`src/rtl/cpu_pkg.sv`:
```
// Shared CPU definitions: the fetch-controller state encoding, the datapath word width
// and the program counter value loaded at reset.
package cpu_pkg;
    localparam int WORD_W = 16;
    localparam logic [WORD_W-1:0] PC_RESET = 16'h0000;

    typedef enum logic [1:0] {
        BOOT    = 2'd0,
        FETCH   = 2'd1,
        DELIVER = 2'd2,
        HALTED  = 2'd3
    } state_t;
endpackage

```
`src/rtl/inc16.sv`:
```
// Shared 16-bit incrementer: computes a + 1 modulo 2^16 and reports the carry-out.
module inc16 (
    input  logic [15:0] a,
    output logic [15:0] sum,
    output logic        co
);
    always_comb begin
        {co, sum} = {1'b0, a} + 17'd1;
    end
endmodule

```
`src/rtl/pc_fetch_ctrl.sv`:
```
// Program counter and instruction-fetch controller: runs the req/ack fetch toward imem
// and hands each fetched word to the decoder through a valid/ready handshake.
module pc_fetch_ctrl
    import cpu_pkg::*;
#(
    parameter int               WIDTH      = WORD_W,
    parameter logic [WIDTH-1:0] RESET_ADDR = PC_RESET
) (
    input  logic             clk,
    input  logic             rst_n,
    input  logic             load,
    input  logic [WIDTH-1:0] load_addr,
    input  logic             halt,
    output logic             imem_req,
    output logic [WIDTH-1:0] imem_addr,
    input  logic             imem_ack,
    input  logic [WIDTH-1:0] imem_data,
    output logic             instr_valid,
    output logic [WIDTH-1:0] instr,
    input  logic             instr_ready,
    output logic [WIDTH-1:0] pc,
    output logic             pc_wrap
);
    state_t           state_q, state_d;
    logic [WIDTH-1:0] pc_q, pc_d, instr_q, instr_d, pend_addr_q, pend_addr_d;
    logic             pend_q, pend_d, req_q, req_d, valid_q, valid_d, wrap_q, wrap_d;
    logic [WIDTH-1:0] inc_sum;
    logic             inc_co;

    inc16 u_inc (
        .a   (pc_q),
        .sum (inc_sum),
        .co  (inc_co)
    );

    always_ff @(posedge clk or negedge rst_n) begin
        if (!rst_n) begin
            state_q     <= BOOT;
            pc_q        <= RESET_ADDR;
            instr_q     <= '0;
            pend_q      <= 1'b0;
            pend_addr_q <= '0;
            req_q       <= 1'b0;
            valid_q     <= 1'b0;
            wrap_q      <= 1'b0;
        end else begin
            state_q     <= state_d;
            pc_q        <= pc_d;
            instr_q     <= instr_d;
            pend_q      <= pend_d;
            pend_addr_q <= pend_addr_d;
            req_q       <= req_d;
            valid_q     <= valid_d;
            wrap_q      <= wrap_d;
        end
    end

    always_comb begin
        state_d     = state_q;
        pc_d        = pc_q;
        instr_d     = instr_q;
        pend_d      = pend_q;
        pend_addr_d = pend_addr_q;
        req_d       = 1'b0;
        valid_d     = 1'b0;
        wrap_d      = 1'b0;
        case (state_q)
            BOOT: begin
                state_d = FETCH;
                req_d   = 1'b1;
            end
            FETCH: begin
                // An ack is only meaningful while the request is actually up; during the
                // one-cycle gap after a discarded fetch it is ignored.
                if (req_q && imem_ack) begin
                    if (pend_q || load) begin
                        pc_d   = load ? load_addr : pend_addr_q;
                        pend_d = 1'b0;
                    end else begin
                        instr_d = imem_data;
                        pc_d    = inc_sum;
                        wrap_d  = inc_co;
                        valid_d = 1'b1;
                        state_d = DELIVER;
                    end
                end else begin
                    req_d = 1'b1;
                    if (load) begin
                        pend_d      = 1'b1;
                        pend_addr_d = load_addr;
                    end
                end
            end
            DELIVER: begin
                if (instr_ready) begin
                    if (load) pc_d = load_addr;
                    if (halt) begin
                        state_d = HALTED;
                    end else begin
                        state_d = FETCH;
                        req_d   = 1'b1;
                    end
                end else if (load) begin
                    pc_d    = load_addr;
                    state_d = FETCH;
                    req_d   = 1'b1;
                end else begin
                    valid_d = 1'b1;
                end
            end
            HALTED: begin
                if (load) pc_d = load_addr;
                if (!halt) begin
                    state_d = FETCH;
                    req_d   = 1'b1;
                end
            end
            default: state_d = BOOT;
        endcase
    end

    assign imem_req    = req_q;
    assign imem_addr   = pc_q;
    assign instr_valid = valid_q;
    assign instr       = instr_q;
    assign pc          = pc_q;
    assign pc_wrap     = wrap_q;
endmodule

```
`config.mk`:
```
export PLATFORM = sky130hd
export DESIGN_NAME = pc_fetch_ctrl
export DESIGN_NICKNAME = d
export VERILOG_FILES = /design/src/rtl/cpu_pkg.sv /design/src/rtl/inc16.sv /design/src/rtl/pc_fetch_ctrl.sv
export SDC_FILE = /design/constraint.sdc
export NUM_CORES = 1
export LEC_CHECK = 0
export CAP_MARGIN = 40
export CORE_UTILIZATION = 38
export CTS_CLUSTER_DIAMETER = 150
export DETAILED_ROUTE_END_ITERATION = 7
export PLACE_DENSITY_LB_ADDON = 0.25
export SLEW_MARGIN = 30
export SYNTH_ARGS = -nofsm -noshare
export SYNTH_HDL_FRONTEND = slang
export SYNTH_SLANG_ARGS = --single-unit
```
`constraint.sdc`:
```
create_clock -name clk -period 2 [get_ports clk]
set_input_delay 0.4 -clock clk [delete_from_list [all_inputs] [get_ports clk]]
set_output_delay 0.4 -clock clk [all_outputs]
set_load 0.03 [all_outputs]
```
==> key figures, run 1 <==
Global routing
  – Number of global-route vias before repair: about 2,500
  – Initial antenna violation count: 0
  – First-pass GRT wire length: 12,420 um
  – Total congestion overflow: 0
  – Pin count of the biggest net entering global routing: 22
  – Total GRT Usage: between 10% and 20%

Worst setup path
  – Max incr delay on CP: 720 ps
  – CP top delay family: buffers and inverters
  – Crit-path cells: clkdlybuf4s50_1
  – CP max FO: 7
  – CP max stage cell: clkdlybuf4s50_1
  – Buf/Inv on CP: 1
  – CP arrival: between 1500 and 2000 ps
  – Crit path launch: imem_addr[2]
  – Crit Path Class: flop to output pin
  – Critical path launch point type: flop
  – Crit end category: output pin
  – Critical Path RT: about 1600 ps
  – RR Startpoint: state_q[0]

Synthesis
  – Register area share after synthesis: around 45%
  – Most frequent cell after synthesis: dfrtp_1
  – Mapped Area: about 3000 um^2
  – Synth Net Count: around 330
  – Synthesis warning total: 0
  – Gate Count Post-Synth: between 200 and 300
  – EDFF count, synth: 0
  – Synth top area cells: dfrtp_1 45%, mux2_2 11%, buf_4 4.2%
  – Async S/R FF share, synth: between 90% and 100%
  – Cell taking the most area after synthesis: dfrtp_1
  – Register bit total from synthesis: 54
  – Synth unique cells: 57
  – Post-Syn Area per Cell: around 11 um^2
  – Synth top cells by count: 54 x dfrtp_1, 30 x mux2_2, 20 x nand2_1, 18 x o21ai_0, 17 x buf_4
  – Top-area cell type share of the netlist area: between 40 and 50%
  – Synth Flop Type: dfrtp_1

Detailed routing
  – DRT antenna net count: 0
  – Avg WL per Cell: about 15 um
  – Routed wire length: about 7500 um
  – Total number of vias: 2,627
  – Via-per-instance ratio: about 5.4
  – Drt pass-1 iters: 5
  – First DRT Iteration DRCs: between 100 and 150
  – Drt drc: 0

Power
  – Lkg Pwr: roughly 1.8 nW
  – Pwr Density: 1716 nW/um^2
  – Total power: between 7 and 8 mW
  – Worst IR Drop VDD: 0.0008036 V

Floorplan
  – IO Pins: 89
  – Die Width: approximately 90 um
  – Die area: approximately 8300 um^2
  – Row cnt: 32
  – Initial core utilization: between 30 and 40%
  – Die height: 91.29 um
  – Core Area: between 7000 and 8000 um^2

Finish
  – ANT cells: 0
  – P&R area growth vs syn: 40.52%
  – Share of cells above drive strength 1: a little under a quarter
  – Fin nets: roughly 430

Place
  – RD Place Congestion: between 0.8 and 0.9
  – Final HPWL DP: 5599 um
  – Port-buffer cells: around 90
  – Post-place setup slack: -55.66 ps

Clocking
  – CTS Hold Bufs: 0
  – H-Tree Depth: 2
  – Worst-path clk slew: around 110 ps
  – CTS-repair resized insts: 0
  – Worst skew pair latency: 320 ps
  – CTS tree: built
  – # clock sinks: 54
  – CTS Root Buffer Type: clkbuf_8
  – Inserted Clock Buffers: 5
  – Post-CTS Setup Bufs: 0
  – CTS max path bufs: 2

Timing
  – Fmax: between 500 and 600 MHz
  – Final hold violation count: 0
  – Fin. max-slew vios: 0
  – Crit path time final: roughly 2000 ps
  – Worst setup margin: roughly 57 ps
  – Setup violators final: 0
  – TNS Setup: 0 ps
  – Slew HR: between 60% and 70%
  – Hold slack: roughly 25 ps
  – Tightest Pin Transition: 492.6 ps
  – Fin crit share: between 90% and 100%
  – Fin Clk Skew: ~7 ps

Outcome
  – Status: completed

Hold path
  – Hold Path Class: input port to async pin

Run
  – Max Cap Violations: 0
worst register-to-register path, cell delays in order (launching register included):
cell and delay, ps:
dfrtp_1 430, inv_1 100, ha_1 250, buf_12 160, nor3_4 190, buf_4 160, mux2i_2 210, a41oi_1 60
o22a_1 210
state kept, by name (all words and copies together) (netlist names):
register / flops
imem_req: 1
instr_valid: 1
pend_q: 1
state_q: 2
pend_addr_q: 16
imem_addr: 16
pc_wrap: 1
instr: 16
per-stage QoR:
| step | utilization (%) | std cells | area [um^2] |
|---|---|---|---|
| floorplan | - | 285 | 3029 |
| global placement | 53.53 | 478 | 4136 |
| detailed placement | 53.53 | 478 | 4136 |
| CTS | 54.79 | 486 | 4234 |
| global route | 55.08 | 486 | 4257 |
| finish | 55.08 | 486 | 4257 |
power by group:
| part | total (mW) | internal (mW) | switching, mW |
|---|---|---|---|
| Clock | 0.670 | 0.263 | 0.407 |
| Sequential | 2.06 | 1.63 | 0.435 |
| Combinational | 4.57 | 2.11 | 2.46 |
path summary, 6_finish.rpt:
path                                   endpoint  slack, ps  cells past startpoint
worst min-delay path               imem_addr[4]         30                      1
max in group asynchronous       pend_addr_q[12]       1360                      2
min in group clk                       instr[9]        500                      1
worst max register to register     imem_addr[8]        130                      8
worst max-delay path                      pc[2]         60                      1
worst min register to register         instr[9]        500                      1
cell usage in the layout (no fill, tap or decap), types with 2 or more instances in the layout:
cell type        Yosys  layout
dlymetal6s2s_1       0       3
clkdlybuf4s50_1      0      84
nand2_1             20      20
o22a_1               2       2
and3_1               5       5
inv_1                7       7
a221oi_1             2       2
clkbuf_8             0       5
nor3_1               4       4
o221ai_1             4       4
a211o_1              3       3
buf_12               0       4
xnor2_1              2       2
o21ai_0             18      18
nor2_1               9       9
a21oi_1             14      14
o211ai_1             4       4
nand3_2              2       2
mux2_2              30      30
ha_1                 6       5
o311ai_0             3       3
buf_4               17      30
or3_1                3       3
a32oi_1              2       2
nand4_1              2       2
dfrtp_1             54      54
a31oi_1              7       7
a41o_1               2       2
nor2_4               2       2
o22ai_1              4       4
nor4_2               2       2
nand2b_1             5       5
nand3_1              5       5
mux2i_1              7       6
routing by layer:
| metal | vias up | part of all wire, % | GRT usage, % |
|---|---|---|---|
| met5 | - | 0 | 0 |
| met3 | 9 | 7.5 | 5.109 |
| met4 | 0 | 1.0 | 4.497 |
| li1 | 1245 | - | - |
| met1 | 1268 | 46 | 25.41 |
| met2 | 105 | 46 | 30.11 |
final cells by class:
cell class	instances	area, um^2
clock buffer	5	68.82
clock inverter	3	28.78
fill	660	3471
inverter	8	30.03
multi-input combinational	192	1461
sequential	54	1351
tap	102	127.6
timing repair buffer	122	1189
logic make-up after synthesis:
kind of cell	synth area share, %
buffers and inverters	7.641
muxes	13.84
DFF	44.61
AOI/OAI and AO/OA	17.97
and+or+nand+nor	12.89
adders and majority gates	2.478
xor gates and xnor gates	0.5784
No activity file was read; power rests on OpenSTA's default activity.
==> run 2: changes to the inputs <==
- CTS_CLUSTER_DIAMETER: 150 -> 100
==> results of run 2 <==
Final layout, timing and power as in run 1 (identical DEF).
==> run 3: changes to the inputs <==
- CORE_UTILIZATION: 38 -> 48
- TNS_END_PERCENT: default -> 20
==> run 3 against run 2 <==
Sequential cell count is the same; clock skew shrank 1.8 ps; non-clock buffer count shrank 10; register-to-register slack lost 30 ps; combinational power shrank 2%.
==> key figures, run 3 (synthesis results as in run 1) <==
Outcome
  – Status: completed

Run
  – Max Cap Violations: 0 (unchanged)

Global routing
  – Initial antenna violation count: 0 (unchanged)
  – Number of global-route vias before repair: 2,618 (+5.6%)
  – Total GRT Usage: 24.87% (+6.0 points)
  – Pin count of the biggest net entering global routing: 55 (+150%)
  – Total congestion overflow: 0 (unchanged)
  – First-pass GRT wire length: 12,560 um (+1.2%)

Floorplan
  – Die area: 6632 um^2 (-20%)
  – Core Area: 5991 um^2 (-22%)
  – Die Width: 81.44 um (-11%)
  – Die height: 81.44 um (-11%)
  – Row cnt: 28 (-13%)
  – IO Pins: 89 (unchanged)
  – Initial core utilization: 50.56% (+11 points)

Finish
  – P&R area growth vs syn: 36.47%
  – Most frequent cells in the layout: 84 x clkdlybuf4s50_1, 53 x dfrtp_1, 30 x mux2_2, 20 x nand2_1, 20 x buf_4
  – Register Area: 1353 um^2 (about the same)
  – Final Cell Area: 4134 um^2 (-2.9%)
  – Fin nets: 417 (-2.3%)
  – Share of cells above drive strength 1: 21.12% (-2.6 points)
  – Multi-input logic area: 1449 um^2 (-0.86%)
  – Fill count: 445 (-33%)
  – ANT cells: 0 (unchanged)
  – Commonest non-fill, non-tap cell in the layout: clkdlybuf4s50_1

Clocking
  – CTS Root Buffer Type: clkbuf_8
  – Inserted Clock Buffers: 5 (unchanged)
  – CTS tree: built
  – CTS max path bufs: 2 (unchanged)
  – Worst skew pair latency: 310 ps (about the same)
  – Worst-path clk slew: 100 ps (about the same)
  – # clock sinks: 54 (unchanged)
  – H-Tree Depth: 2 (unchanged)
  – Post-CTS Setup Bufs: 0 (unchanged)

Worst setup path
  – CP max FO: 8 (+1)
  – Crit-path cells: clkdlybuf4s50_1
  – CP arrival: 1540 ps (about the same)
  – Crit Path Class: flop to output pin
  – CP top delay family: buffers and inverters
  – CP max stage cell: clkdlybuf4s50_1
  – R2R Path End: imem_addr[5]
  – Max incr delay on CP: 730 ps (about the same)
  – RR Startpoint: state_q[0]
  – Setup slack, reg-to-reg: 100 ps (-30 ps)
  – Crit end category: output pin
  – Buf/Inv on CP: 1 (unchanged)
  – Worst R2R Path Depth: 8 (unchanged)
  – Critical path launch point type: flop
  – Critical Path RT: 1600 ps (about the same)

Timing
  – Slew HR: 68.93% (+1.8 points)
  – Setup violators final: 0 (unchanged)
  – Crit path time final: 1944 ps (+0.5717 ps)
  – Tightest Pin Transition: 462.3 ps (-30.28 ps)
  – Final hold violation count: 0 (unchanged)
  – Fin. max-slew vios: 0 (unchanged)
  – Fin crit share: 97.19% (about the same)
  – Hold slack: 66.49 ps (+41.38 ps)
  – Fin Clk Skew: 5.200 ps (-1.810 ps)
  – Fmax: 514.4 MHz (about the same)

Detailed routing
  – WL met2: 3640 um (+5.5%)
  – Highest routed metal layer: met4
  – Drt pass-1 iters: 4 (-1)
  – Routed length on met3: 670 um (+18%)
  – First DRT Iteration DRCs: 253 (+130%)
  – Via-per-instance ratio: 5.880 (+8.8%)
  – Routed wire length: 7636 um (+1.4%)
  – Met1 wire length: 3273 um (-4.9%)
  – Total number of vias: 2,640 (+0.49%)
  – Drt drc: 0 (unchanged)
  – Avg WL per Cell: 17.01 um (+9.7%)
  – DRT antenna net count: 0 (unchanged)

Power
  – Pwr Density: 1742 nW/um^2 (+1.5%)
  – Lkg Pwr: 1.724 nW (-2.8%)
  – Worst IR Drop VDD: 0.0009454 V (+18%)

Hold path
  – Hold Path Class: input port to async pin

Place
  – RD Place Congestion: 0.8444 (+0.91%)
  – Port-buffer cells: 88 (unchanged)
  – Cell area after placement: 4028 um^2 (-2.6%)
  – Final HPWL DP: 5342 um (-4.6%)
[run 3: timing repair]
action,CTS,global route
setup endpoints to repair,0,7
hold buffers,0,0
gates resized for setup,0,5
[run 3: power by group]
group	internal [mW]	total [mW]	switching [mW]
clock	0.254	0.640	0.386
sequential	1.63	2.10	0.470
combinational	2.02	4.46	2.44
total	3.91	7.20	3.30
[run 3: stage by stage]
step | util, % | power [mW] | std cells | setup TNS (ps) | setup WS, ps
2_1_floorplan | - | 4.989 | 285 | 0 | 199.0
3_3_place_gp | 67.23 | 6.440 | 441 | -18.67 | -16.28
3_5_place_dp | 67.23 | 6.569 | 441 | -146.7 | -67.79
4_1_cts | 68.82 | 7.228 | 449 | 0 | 2.518
5_1_grt | 69.01 | 7.654 | 449 | -10.90 | -10.90
6_report | 69.01 | 7.201 | 449 | 0 | 56.12
[run 3: worst max-delay path by stage]
stage                  start              end  slack (ps)  depth (start not counted)
2_1_floorplan     state_q[1]  pend_addr_q[10]         200                          7
3_3_place_gp            load     imem_addr[8]         -20                          6
3_5_place_dp            load     imem_addr[8]         -70                          6
4_1_cts         imem_addr[7]            pc[7]           3                          1
5_1_grt         imem_addr[2]            pc[2]         -10                          1
6_report       imem_addr[12]           pc[12]          60                          1
[run 3: final cells by class]
cell class                      count  area share (%)
Sequential cell                    54           32.72
Inverter                            8          0.7264
Clock buffer                        5           1.665
Clock inverter                      3          0.6356
Tap cell                           75           2.270
Multi-Input combinational cell    192           35.05
Timing Repair Buffer              112           26.94
[run 3: metal layers]
metal	vias to the layer above	global-route usage, %
li1	1228	-
met1	1281	32.62
met2	123	40.75
met3	8	6.000
met4	0	7.143
met5	-	0
